--- config.mk ---
export PLATFORM = sky130hd
export DESIGN_NAME = lvt_write_scheduler_flat
export DESIGN_NICKNAME = d
export VERILOG_FILES = /design/src/rtl/lvt_write_scheduler_if.sv /design/src/rtl/lvt_write_scheduler.sv /design/src/flat_wrapper.sv
export SDC_FILE = /design/constraint.sdc
export NUM_CORES = 1
export LEC_CHECK = 0
export ABC_AREA = 1
export CORE_ASPECT_RATIO = 2
export CORE_MARGIN = 2
export CORE_UTILIZATION = 50
export CTS_CLUSTER_SIZE = 10
export DETAILED_ROUTE_END_ITERATION = 12
export PLACE_DENSITY = 0.81
export RECOVER_POWER = 50
export SYNTH_ARGS = -nofsm -noshare
export SYNTH_HDL_FRONTEND = slang
export SYNTH_SLANG_ARGS = --single-unit
--- constraint.sdc ---
create_clock -name clk -period 8.5 [get_ports clk]
set_input_delay 2.125 -clock clk [delete_from_list [all_inputs] [get_ports clk]]
set_output_delay 2.125 -clock clk [all_outputs]
set_load 0.01 [all_outputs]
--- src/rtl/lvt_write_scheduler_if.sv ---
// Request/port bundle between requesters, the LVT write scheduler and the LVT memory write ports.
// No logic and no latency. Backpressure is carried by req_ready. The memory ports take no backpressure.
// The slave modport is the scheduler's view. The master modport is the requester/memory side.
interface lvt_write_scheduler_if #(
    parameter int WIDTH = 32,
    parameter int DEPTH = 1024,
    parameter int PORTS = 2,
    parameter int REQS  = 4
);
    localparam int AW = $clog2(DEPTH);

    logic [REQS-1:0]        req_valid;
    logic [REQS*AW-1:0]     req_addr;
    logic [REQS*WIDTH-1:0]  req_data;
    logic [REQS-1:0]        req_ready;
    logic [PORTS-1:0]       mem_en;
    logic [PORTS*AW-1:0]    mem_addr;
    logic [PORTS*WIDTH-1:0] mem_d;

    modport master (
        output req_valid, req_addr, req_data,
        input  req_ready, mem_en, mem_addr, mem_d
    );

    modport slave (
        input  req_valid, req_addr, req_data,
        output req_ready, mem_en, mem_addr, mem_d
    );
endinterface

--- src/rtl/lvt_write_scheduler.sv ---
// Clears the LVT after reset, then grants up to PORTS requesters per cycle, round-robin, onto the memory write ports.
// Latency: a grant in cycle N drives the memory port registers in cycle N+1.
// Backpressure: req_ready is combinational. The memory ports never stall. LVT_SCHED_STATS_EN enables the conflict counter.
module lvt_write_scheduler #(
    parameter int WIDTH = 32,
    parameter int DEPTH = 1024,
    parameter int PORTS = 2,
    parameter int REQS  = 4
) (
    input  logic                        clk,
    input  logic                        rst_n,
    lvt_write_scheduler_if.slave        bus,
    output logic                        init_done,
    output logic [15:0]                 conflict_cnt
);
    localparam int AW = $clog2(DEPTH);
    localparam int RW = (REQS > 1) ? $clog2(REQS) : 1;
    localparam logic [AW-1:0] LAST_BASE = AW'(DEPTH - PORTS);

    typedef enum logic {INIT, RUN} state_t;

    state_t                 state_q, state_d;
    logic [AW-1:0]          base_q, base_d;
    logic [RW-1:0]          rr_ptr_q, rr_ptr_d;
    logic [PORTS-1:0]       mem_en_q, mem_en_d;
    logic [PORTS*AW-1:0]    mem_addr_q, mem_addr_d;
    logic [PORTS*WIDTH-1:0] mem_d_q, mem_d_d;
    logic                   init_done_q, init_done_d;
    logic [REQS-1:0]        grant;
    logic [RW-1:0]          idx_r, last_idx;
    logic                   hit;
    int                     n_sel;
`ifdef LVT_SCHED_STATS_EN
    int                     n_conf;
    logic [16:0]            cnt_sum;
    logic [15:0]            conflict_cnt_q, conflict_cnt_d;
`endif

    always_comb begin
        state_d     = state_q;
        base_d      = base_q;
        rr_ptr_d    = rr_ptr_q;
        init_done_d = init_done_q;
        mem_en_d    = '0;
        mem_addr_d  = '0;
        mem_d_d     = '0;
        grant       = '0;
        idx_r       = '0;
        last_idx    = '0;
        hit         = 1'b0;
        n_sel       = 0;
`ifdef LVT_SCHED_STATS_EN
        n_conf      = 0;
`endif
        if (state_q == INIT) begin
            mem_en_d = '1;
            for (int p = 0; p < PORTS; p++)
                mem_addr_d[p*AW +: AW] = base_q + AW'(p);
            base_d = base_q + AW'(PORTS);
            if (base_q == LAST_BASE) begin
                state_d     = RUN;
                init_done_d = 1'b1;
                base_d      = '0;
            end
        end else begin
            // Ports already claimed this cycle double as the "selected" list for the address conflict check.
            for (int k = 0; k < REQS; k++) begin
                idx_r = RW'((int'(rr_ptr_q) + k) % REQS);
                if (bus.req_valid[idx_r]) begin
                    hit = 1'b0;
                    for (int p = 0; p < PORTS; p++)
                        if (mem_en_d[p] && (mem_addr_d[p*AW +: AW] == bus.req_addr[int'(idx_r)*AW +: AW]))
                            hit = 1'b1;
                    if (hit) begin
`ifdef LVT_SCHED_STATS_EN
                        n_conf = n_conf + 1;
`endif
                    end else if (n_sel < PORTS) begin
                        for (int p = 0; p < PORTS; p++) begin
                            if (p == n_sel) begin
                                mem_en_d[p]               = 1'b1;
                                mem_addr_d[p*AW +: AW]    = bus.req_addr[int'(idx_r)*AW +: AW];
                                mem_d_d[p*WIDTH +: WIDTH] = bus.req_data[int'(idx_r)*WIDTH +: WIDTH];
                            end
                        end
                        grant[idx_r] = 1'b1;
                        last_idx     = idx_r;
                        n_sel        = n_sel + 1;
                    end
                end
            end
            if (n_sel != 0)
                rr_ptr_d = (int'(last_idx) == REQS - 1) ? '0 : last_idx + RW'(1);
        end
    end

    always_ff @(posedge clk or negedge rst_n) begin
        if (!rst_n) begin
            state_q     <= INIT;
            base_q      <= '0;
            rr_ptr_q    <= '0;
            mem_en_q    <= '0;
            mem_addr_q  <= '0;
            mem_d_q     <= '0;
            init_done_q <= 1'b0;
        end else begin
            state_q     <= state_d;
            base_q      <= base_d;
            rr_ptr_q    <= rr_ptr_d;
            mem_en_q    <= mem_en_d;
            mem_addr_q  <= mem_addr_d;
            mem_d_q     <= mem_d_d;
            init_done_q <= init_done_d;
        end
    end

`ifdef LVT_SCHED_STATS_EN
    always_comb begin
        cnt_sum        = {1'b0, conflict_cnt_q} + 17'(n_conf);
        conflict_cnt_d = cnt_sum[16] ? 16'hFFFF : cnt_sum[15:0];
    end

    always_ff @(posedge clk or negedge rst_n) begin
        if (!rst_n) conflict_cnt_q <= '0;
        else        conflict_cnt_q <= conflict_cnt_d;
    end

    assign conflict_cnt = conflict_cnt_q;
`else
    assign conflict_cnt = '0;
`endif

    assign bus.req_ready = grant;
    assign bus.mem_en    = mem_en_q;
    assign bus.mem_addr  = mem_addr_q;
    assign bus.mem_d     = mem_d_q;
    assign init_done     = init_done_q;
endmodule

--- src/flat_wrapper.sv ---
// flat-port wrapper written by rule: the top's interface ports become plain ports
module lvt_write_scheduler_flat 
#(
    parameter int WIDTH = 32,
    parameter int DEPTH = 1024,
    parameter int PORTS = 2,
    parameter int REQS  = 4
)
  (clk, rst_n, init_done, conflict_cnt, bus_req_valid, bus_req_addr, bus_req_data, bus_req_ready, bus_mem_en, bus_mem_addr, bus_mem_d);
  lvt_write_scheduler_if #(.WIDTH(WIDTH), .DEPTH(DEPTH), .PORTS(PORTS), .REQS(REQS)) bus_i ();
  input  logic clk;
  input  logic rst_n;
  output logic init_done;
  output logic [15:0] conflict_cnt;
  input wire logic [$bits(bus_i.req_valid)-1:0] bus_req_valid;
  input wire logic [$bits(bus_i.req_addr)-1:0] bus_req_addr;
  input wire logic [$bits(bus_i.req_data)-1:0] bus_req_data;
  output wire logic [$bits(bus_i.req_ready)-1:0] bus_req_ready;
  output wire logic [$bits(bus_i.mem_en)-1:0] bus_mem_en;
  output wire logic [$bits(bus_i.mem_addr)-1:0] bus_mem_addr;
  output wire logic [$bits(bus_i.mem_d)-1:0] bus_mem_d;
  assign bus_i.req_valid = bus_req_valid;
  assign bus_i.req_addr = bus_req_addr;
  assign bus_i.req_data = bus_req_data;
  assign bus_req_ready = bus_i.req_ready;
  assign bus_mem_en = bus_i.mem_en;
  assign bus_mem_addr = bus_i.mem_addr;
  assign bus_mem_d = bus_i.mem_d;
  lvt_write_scheduler #(.WIDTH(WIDTH), .DEPTH(DEPTH), .PORTS(PORTS), .REQS(REQS)) u_core (.clk(clk), .rst_n(rst_n), .bus(bus_i), .init_done(init_done), .conflict_cnt(conflict_cnt));
endmodule
# Yosys cells after proc, flatten, opt, wreduce, memory -nomap -nowiden

Index checks and enable logic that the tools add are counted.

Bits in read-only memories: 0
Input port bits: 174
Register bits after elaboration: 100
Memories: 0
Logic and storage cells: 195
Bits in latches: 0
Bits in writable memories: 0

Reduce and logical (&&, ||, !) cells: 15
Shift-type cells: 8
Divide/modulo/power cells: 0
Multiplexer cells: 127
Bitwise operators: 4
Eq/ne operators: 10
Add/subtract/negate cells: 9
$lt $le $gt $ge: 11
$mul: 4

Operator list:

| operator                                                              | count |
|---|---|
| 32-bit two-way mux                                                    | 20 |
| 64-bit two-way mux                                                    | 10 |
| 128-bit by 8-bit indexed part select with 32-bit output               | 4 |
| 20-bit two-way mux                                                    | 12 |
| 40-bit by 32-bit indexed part select with 10-bit output               | 4 |
| 32-bit by 2-bit adder with 32-bit output, second input constant       | 3 |
| 2-bit by 32-bit equality test with 1-bit output, first input constant | 3 |
| 32-bit logical NOT                                                    | 3 |
| 32-bit by 3-bit < comparator with 1-bit output, second input constant | 3 |
| 10-bit two-way mux                                                    | 9 |
| 4-bit two-way mux                                                     | 14 |
| 10-bit equality test                                                  | 5 |
| 2-bit two-way mux                                                     | 24 |
| 32-bit nonzero test                                                   | 1 |
| 1-bit two-way mux                                                     | 30 |
| 2-bit by 3-bit multiplier with 5-bit output, second input constant    | 4 |
| 2-bit by 3-bit < comparator with 1-bit output, second input constant  | 4 |
| 4-bit bitwise OR                                                      | 3 |
| 10-bit by 1-bit adder with 10-bit output, second input constant       | 1 |
| 10-bit by 2-bit adder with 10-bit output, second input constant       | 1 |
| 10-bit equality test, second input constant                           | 1 |
| 1-bit logical AND                                                     | 9 |
| 1-bit binary-select mux with 2-bit select                             | 4 |
| 1-bit demux with 2-bit select                                         | 4 |
| other kinds (6)                                                       | 12 |

# Depth between registers and ports, before layout

Gate-level depths: netlist of run 1.

Word-level depth: 32
Gate-level depth with buffers: 44

# Least setup slack after synthesis of run 1

Ideal clock, no wire load.

Path type: register to output
From: register u_core.rr_ptr_q[1]
To: output port bus_req_ready[0]
Cell stages (with the launch flop): 36
Slack: 0.988 ns
Arrival time: 5.387 ns
Cells stage by stage: dfrtp_1 buf_2 inv_2 buf_2 buf_2 clkbuf_1 clkbuf_1 clkbuf_1 ha_1 inv_2 buf_1 nand2_1 nand2_1 inv_2 nand2_1 nand2_1 nor2_2 nand3_2 nand3_2 buf_2 nand2_1 ha_1 nand2_1 clkbuf_1 o211ai_1 o21ai_0 inv_1 o211ai_1 nor2_1 nand2_1 nor2_1 nor2_4 nand2_4 inv_4 nand2_1 a31oi_1

Cells in the longest elaborated chain, start to end: 30
Elaborated cells between the ends (all ways): 124
Classes of those cells: 5 x add/sub; 4 x mul; 11 x order compare; 7 x eq/ne; 4 x shift; 79 x mux; 3 x bitwise; 11 x reduce/logical

RTL lines:

| what                                                                                              | line                       | source |
|---|---|---|
| start: declaration                                                                                | lvt_write_scheduler.sv:24  | `logic [RW-1:0] rr_ptr_q, rr_ptr_d;` |
| start signal: assignment                                                                          | lvt_write_scheduler.sv:109 | `rr_ptr_q <= rr_ptr_d;` |
| parallel branches: the longest is 28 deep, another holds 32-bit by 2-bit adder with 32-bit output | --                         |  |
| 4-bit two-way mux (*)                                                                             | lvt_write_scheduler.sv:69  | `if (bus.req_valid[idx_r]) begin` |
| 4-bit two-way mux (*)                                                                             | lvt_write_scheduler.sv:55  | `if (state_q == INIT) begin` |
| end: declaration                                                                                  | flat_wrapper.sv:18         | `output wire logic [$bits(bus_i.req_ready)-1:0] bus_req_ready;` |

Every way passes the cells marked *. The select of a mux whose other input is x is not followed.

# Worst setup path after layout of run 1

From: input port bus_req_valid[1]
To: output port bus_req_ready[3]

Cells in the longest elaborated chain, start to end: 30
Elaborated cells between the ends (all ways): 93
Classes of those cells: 2 x add/sub; 3 x order compare; 7 x eq/ne; 71 x mux; 3 x bitwise; 7 x reduce/logical

RTL lines:

| what                                                                                              | line                      | source |
|---|---|---|
| start: declaration                                                                                | flat_wrapper.sv:15        | `input wire logic [$bits(bus_i.req_valid)-1:0] bus_req_valid;` |
| parallel branches: the longest is 28 deep, another holds 32-bit by 2-bit adder with 32-bit output | --                        |  |
| 4-bit two-way mux (*)                                                                             | lvt_write_scheduler.sv:69 |  |
| 4-bit two-way mux (*)                                                                             | lvt_write_scheduler.sv:55 |  |

Marks and branches as above.

==> flow_metrics.py, run 1 <==
metrics = {
    "global_route": {
        "grt_usage_pct": 36.9,
        "grt_max_degree": 112,
        "grt_pass1_wl_um": 67000,
        "grt_pass1_vias": 13200,
        "grt_overflow_total": 0,
        "antenna_found_initial": 5,
    },
    "floorplan": {
        "ios": 281,
        "start_util_pct": 50.8,
        "die-area_sq_mm": 0.0237,
        "die_width_um": 110,
        "core_sq_mm": 0.0221,
        "rows": 77,
        "die_y_um": 216,
    },
    "setup_path": {
        "endpoint_kind": "primary output",
        "cpMaxStageDelayCell": "clkdlybuf4s50_1",
        "crit_type": "in2out",
        "arrival_ps": 5980,
        "crit_required_ps": 6380,
        "startpoint_type": "primary input",
        "crit_top_cell": "nand2_1",
        "max_stage_delay_ps": 390,
        "reg2reg_slack_ps": 2570,
        "crit_fanout": 20,
        "reg2reg_depth": 29,
    },
    "timing": {
        "worst_slew_pin_slew_ps": 3890,
        "max_slew_margin_pct": -159,
        "tns_ps": 0,
        "drv_slew": 194,
        "max_freq_mhz": 123,
        "min_period_ps": 8100,
        "finClkSkew_ps": 9.77,
        "finalCritPeriodShare_pct": 95.3,
        "setup_viol": 0,
        "hold_viol": 0,
    },
    "yosys": {
        "synth-seq-cells": 99,
        "ys.flop_type": "dfrtp_1",
        "synth_edf_count": 0,
        "synth.cell_area_sq_mm": 0.0112,
        "syn_inst": 1995,
        "yosysWarnings": 0,
        "ys_seq_area_share_pct": 22.1,
        "yosysUniqueCellTypes": 46,
        "async_flop_share_pct": 100,
        "synth_area_per_cell_sq_um": 5.62,
    },
    "power": {
        "sequentialPowerShare_pct": 36.0,
        "pwr-share-clk_pct": 32.1,
        "power.static_leakage_nw": 7.47,
        "power_switching_mw": 0.456,
        "fin_total_pwr_mw": 1.31,
        "p_sw_share_pct": 34.8,
        "internal_power_mw": 0.853,
        "p_comb_share_pct": 32.0,
        "peakVddDrop_uv": 145,
        "power_density_mw_per_mm2": 90.3,
    },
    "cells_and_area": {
        "post-route-util_pct": 65.7,
        "synthToLayoutAreaGrowth_pct": 29.3,
        "final_layout_size_suffix_gt1_share_pct": 6.64,
        "nets": 2408,
    },
    "placement": {
        "gp_congestion": 1.03,
        "hpwlAfterDp_um": 33500,
        "portBuffers": 264,
    },
    "detailed_routing": {
        "via_count": 14000,
        "drc": 0,
        "wirelength_um": 44200,
        "drt_iter0_markers": 978,
        "vias_per_cell": 5.59,
        "firstDrtPassIters": 6,
        "ant_nets": 0,
        "wire_per_inst_um": 17.6,
    },
    "cts": {
        "cts_root_buf": "clkbuf_16",
        "cts_made_buffers": 9,
        "cts_setup_buffers": 0,
        "clock_path_buffers": 2,
        "cts_htree_levels": 3,
        "clkSinkCount": 99,
        "insertion_delay_ps": 380,
        "path_clk_slew_ps": 80,
        "cts_tree": "done",
    },
    "hold_path": {
        "hold_class": "reg2reg",
        "whs_path_depth": 1,
    },
    "status": {
        "run_status": "complete, but fails checks",
        "violations": "max-capacitance violations, max-slew violations",
    },
    "job": {
        "cap_violations": 3,
    },
}
power by group through the flow:
stage	Sequential (mW)	Clock (mW)	Combinational, mW
6_report	0.471	0.420	0.418
3_5_place_dp	0.480	0	0.410
2_1_floorplan	0.480	0	0.223
4_1_cts	0.470	0.423	0.413
5_1_grt	0.471	0.435	0.461
3_3_place_gp	0.480	0	0.405
final timing paths:
check | start | to
min | u_core.init_done | u_core.init_done
max in group asynchronous | rst_n | u_core.rr_ptr_q[0]
max | bus_req_valid[1] | bus_req_ready[3]
min reg2reg | u_core.init_done | u_core.init_done
max reg2reg | u_core.rr_ptr_q[0] | u_core.bus.mem_addr[15]
min in group asynchronous | rst_n | u_core.bus.mem_d[30]
kinds of logic after synthesis:
logic type,synth area share [%]
simple gates,32.4
compound gates,27.7
buf+inv,15.4
flops,22.1
xor+xnor,0.938
fa+ha+maj,1.23
mux,0.179
other cells,0.0335
stage by stage:
step / hold WS [ps] / cells / setup WS [ps] / cell area [sq um]
finish: 530 / 2509 / 397 / 14500
global route: 541 / 2509 / -17.4 / 14500
CTS: 526 / 2504 / 21.2 / 14500
detailed placement: 509 / 2488 / 35.3 / 14200
global placement: 485 / 2488 / 59.8 / 14200
floorplan: 484 / 2010 / 988 / 11300
critical path, delay by kind of cell:
kind / cells / cell delay (ps)
and+or+nand+nor: 21 / 2360
buffers and inverters: 7 / 1120
AOI/OAI and AO/OA: 2 / 180
adders and majority gates: 1 / 140
sequential cells by signal (all words and copies together) (netlist names):
signal,flops
u_core.rr_ptr_q,2
u_core.state_q,1
u_core.bus.mem_d,64
u_core.init_done,1
u_core.bus.mem_addr,20
u_core.base_q,9
u_core.bus.mem_en,2
synth_stat cells (2+ instances only):
cell,instances,area (sq um)
or2_2,6,37.5
buf_2,17,85.1
clkbuf_1,87,327
inv_1,246,923
nor2_1,101,379
nand4_1,14,87.6
buf_1,9,33.8
o21ai_0,329,1650
nor2_4,3,33.8
o22ai_1,5,31.3
nand3_2,4,40.0
and2_1,7,43.8
o211ai_1,24,180
a21oi_1,100,500
a22oi_1,4,30.0
ha_1,11,138
nand2_4,2,22.5
xor2_1,9,78.8
xnor2_1,3,26.3
mux2i_1,2,20.0
dfrtp_1,99,2480
nor3_1,3,15.0
a22o_1,17,149
nand2_1,654,2450
o21ai_1,74,370
buf_4,25,188
buf_6,12,135
o21ai_2,4,35.0
a211oi_1,13,97.6
nor2_2,5,31.3
a31oi_1,5,31.3
inv_2,8,30.0
nand2_2,3,18.8
nand3_1,78,390
placed cells by master, fill, tap and decap left out, types with 5 or more instances in the layout:
cell type | synthesis | final
dfrtp_1 | 99 | 97
o22ai_1 | 5 | 5
a22o_1 | 17 | 17
nand3_1 | 78 | 78
nand2_1 | 654 | 654
inv_2 | 8 | 7
o21ai_1 | 74 | 74
conb_1 | 1 | 16
o21ai_0 | 329 | 329
clkdlybuf4s50_1 | 0 | 225
xor2_1 | 9 | 9
and2_1 | 7 | 7
o211ai_1 | 24 | 24
inv_1 | 246 | 245
a211oi_1 | 13 | 13
nand4_1 | 14 | 14
nor2_2 | 5 | 5
diode_2 | 0 | 5
dlygate4sd3_1 | 0 | 34
buf_4 | 25 | 83
clkbuf_16 | 0 | 9
nor2_1 | 101 | 100
or2_2 | 6 | 6
a21oi_1 | 100 | 99
ha_1 | 11 | 10
a31oi_1 | 5 | 5
per-layer routing:
metal | wire length, um | up-vias | GRT usage, %
met2 | 22900 | 651 | 65.9
met3 | 2490 | 203 | 4.17
met1 | 14300 | 6328 | 35.4
li1 | - | 6847 | -
met4 | 4500 | 0 | 33.2
met5 | 0 | - | 0
timing repair:
action	in CTS	in global routing
endpoints found under the setup margin	0	4
hold endpoints to repair	0	0
gates resized for setup	0	7
hold buffers	0	0
layout make-up:
type / instances / area [sq um]
Fill cell: 2139 / 7570
Timing Repair Buffer: 352 / 3320
Antenna cell: 5 / 12.5
Sequential cell: 99 / 2480
Clock inverter: 7 / 67.6
Multi-Input combinational cell: 1506 / 7080
Clock buffer: 9 / 225
Tap cell: 276 / 345
Inverter: 255 / 965
Note: power is estimated with default switching activity, not from simulation.
==> run 2, diff against run 1 <==
--- a/config.mk
+++ b/config.mk
@@ -8,10 +8,10 @@
 export ABC_AREA = 1
 export CORE_ASPECT_RATIO = 2
 export CORE_MARGIN = 2
-export CORE_UTILIZATION = 50
+export CORE_UTILIZATION = 46
 export CTS_CLUSTER_SIZE = 10
 export DETAILED_ROUTE_END_ITERATION = 12
-export PLACE_DENSITY = 0.81
+export PLACE_DENSITY = 0.79
 export RECOVER_POWER = 50
 export SYNTH_ARGS = -nofsm -noshare
 export SYNTH_HDL_FRONTEND = slang
==> constraint.sdc (replaced) <==
create_clock -name clk -period 7 [get_ports clk]
set_input_delay 1.75 -clock clk [delete_from_list [all_inputs] [get_ports clk]]
set_output_delay 1.75 -clock clk [all_outputs]
set_load 0.01 [all_outputs]
==> run 2 against run 1 <==
Net effect: the flow still finishes with violations (max-capacitance violations, max-slew violations); hold slack got worse by 48 ps; die area rose by 8.4%; critical path depth rose by 1; non-clock buffer count rose by 168; routed wire length rose by 9.1%.
==> flow_metrics.py, run 2 (synthesized netlist as in run 1, its figures left out) <==
metrics = {
    "setup_path": {
        "crit_top_cell": "nand2_4",
        "crit_type": "in2out",
        "crit_required_ps": 5250,
        "endpoint_kind": "primary output",
        "crit_fanout": 7,
        "cpMaxStageDelayCell": "nor2_1",
        "arrival_ps": 5090,
        "reg2reg_slack_ps": 560,
        "startpoint_type": "primary input",
        "max_stage_delay_ps": 230,
    },
    "placement": {
        "gp_congestion": 1.07,
        "hpwlAfterDp_um": 34400,
        "portBuffers": 264,
        "place_inst": 2573,
    },
    "detailed_routing": {
        "wire_per_inst_um": 18.0,
        "drt_iter0_markers": 1189,
        "firstDrtPassIters": 7,
        "vias_per_cell": 5.59,
        "met2_wirelength_um": 25400,
        "ant_nets": 0,
        "drc": 0,
        "wirelength_um": 48200,
        "wl_met3_um": 2760,
        "via_count": 15000,
        "top_layer_used": "met4",
        "met1Wirelength_um": 15500,
    },
    "cts": {
        "hold_buffers": 0,
        "cts_tree": "done",
        "clkSinkCount": 99,
        "cts_made_buffers": 9,
        "insertion_delay_ps": 390,
        "cts_root_buf": "clkbuf_16",
        "cts_htree_levels": 3,
        "clock_path_buffers": 2,
        "path_clk_slew_ps": 80,
    },
    "power": {
        "power_density_mw_per_mm2": 106,
        "peakVddDrop_uv": 118,
        "power.static_leakage_nw": 8.78,
    },
    "timing": {
        "hold_viol": 0,
        "min_period_ps": 6840,
        "setup_viol": 0,
        "finClkSkew_ps": 16.1,
        "max_freq_mhz": 146,
        "finalCritPeriodShare_pct": 97.7,
        "drv_slew": 102,
        "max_slew_margin_pct": -33.4,
        "fin_worst_hold_slack_ps": 482,
        "worst_slew_pin_slew_ps": 2000,
    },
    "status": {
        "violations": "max-capacitance violations, max-slew violations",
        "run_status": "complete, but fails checks",
    },
    "floorplan": {
        "die_y_um": 225,
        "die_width_um": 114,
        "start_util_pct": 46.9,
        "rows": 80,
        "die-area_sq_mm": 0.0257,
        "ios": 281,
        "core_sq_mm": 0.0239,
    },
    "global_route": {
        "grt_max_degree": 124,
        "antenna_found_initial": 1,
        "grt_pass1_vias": 14300,
        "grt_usage_pct": 36.4,
        "grt_pass1_wl_um": 72400,
        "grt_overflow_total": 0,
    },
    "cells_and_area": {
        "final_layout_size_suffix_gt1_share_pct": 21.1,
        "final_common_cell": "nand2_1",
        "nets": 2576,
        "layoutNonFillerInstCount": 2684,
        "mostFrequentLayoutCells": "nand2_1, o21ai_0, buf_4",
        "largest_reg_flops": 64,
        "synthToLayoutAreaGrowth_pct": 48.5,
    },
    "job": {
        "cap_violations": 2,
    },
    "hold_path": {
        "hold_class": "reg2reg",
    },
}
[run 2: cell types whose count changed in the layout (fill, tap and decap cells not counted), moves of 11 or more]
cell	previous run	this run
nand3_2	4	27
nand2_1	654	564
dlymetal6s2s_1	4	40
nand2_2	2	70
nand3_1	78	51
buf_4	83	244
nand2_4	3	22
inv_2	7	39
o21ai_0	329	318
o21ai_2	4	16
inv_1	245	211
clkdlybuf4s50_1	225	181
[run 2: power breakdown]
group / internal, mW / switching [mW] / total [mW]
registers: 0.571 / 0 / 0.571
logic: 0.314 / 0.353 / 0.666
clock network: 0.255 / 0.272 / 0.527
[run 2: final cells by class]
cell class / count / area [sq um]
sequential: 99 / 2480
timing repair buffer: 520 / 4770
inverter: 255 / 970
antenna: 1 / 2.50
fill: 2115 / 7270
clock buffer: 9 / 225
tap: 287 / 359
clock inverter: 7 / 76.3
multi-input combinational: 1506 / 7770
[run 2: critical path: cells and delay by family]
| kind | cells | cell delay, ps |
|---|---|---|
| fa+ha+maj | 1 | 170 |
| compound gates | 3 | 300 |
| buf+inv | 7 | 810 |
| simple gates | 21 | 2040 |
[run 2: repair_timing]
| item | 4_1_cts | 5_1_grt |
|---|---|---|
| gates cloned | 4 | 0 |
| pin swaps | 43 | 90 |
| setup endpoints to repair | 4 | 6 |
| hold endpoints to repair | 0 | 0 |
| resized for setup | 92 | 217 |
| setup buffers | 74 | 17 |
[run 2: final timing paths]
kind | to | from | depth (start not counted)
hold / removal | u_core.init_done | u_core.init_done | 1
max in group asynchronous | u_core.state_q | rst_n | 2
setup reg to reg | u_core.bus.mem_addr[7] | u_core.rr_ptr_q[0] | 44
min in group asynchronous | u_core.bus.mem_d[15] | rst_n | 1
setup / recovery | bus_req_ready[0] | bus_req_valid[3] | 32
hold reg to reg | u_core.init_done | u_core.init_done | 1
[run 2: metrics by stage]
| step | setup WS [ps] | TNS, ps | cell area, sq um | utilization (%) | total power [mW] |
|---|---|---|---|---|---|
| final | 160 | 0 | 16600 | 69.6 | 1.76 |
| after global routing | -31.3 | -46.3 | 16600 | 69.6 | 1.85 |
| after CTS | 6.20 | 0 | 15900 | 66.6 | 1.72 |
| after detailed placement | -956 | -3810 | 14800 | 61.7 | 1.12 |
| after floorplan | 84.0 | 0 | 11300 | - | 0.854 |
| after global placement | -909 | -3630 | 14800 | 61.7 | 1.11 |
[run 2: routing by layer]
| layer | global-route usage, % | vias up |
|---|---|---|
| li1 | - | 7174 |
| met3 | 4.74 | 244 |
| met5 | 0 | - |
| met4 | 32.8 | 0 |
| met2 | 65.9 | 706 |
| met1 | 34.8 | 6878 |
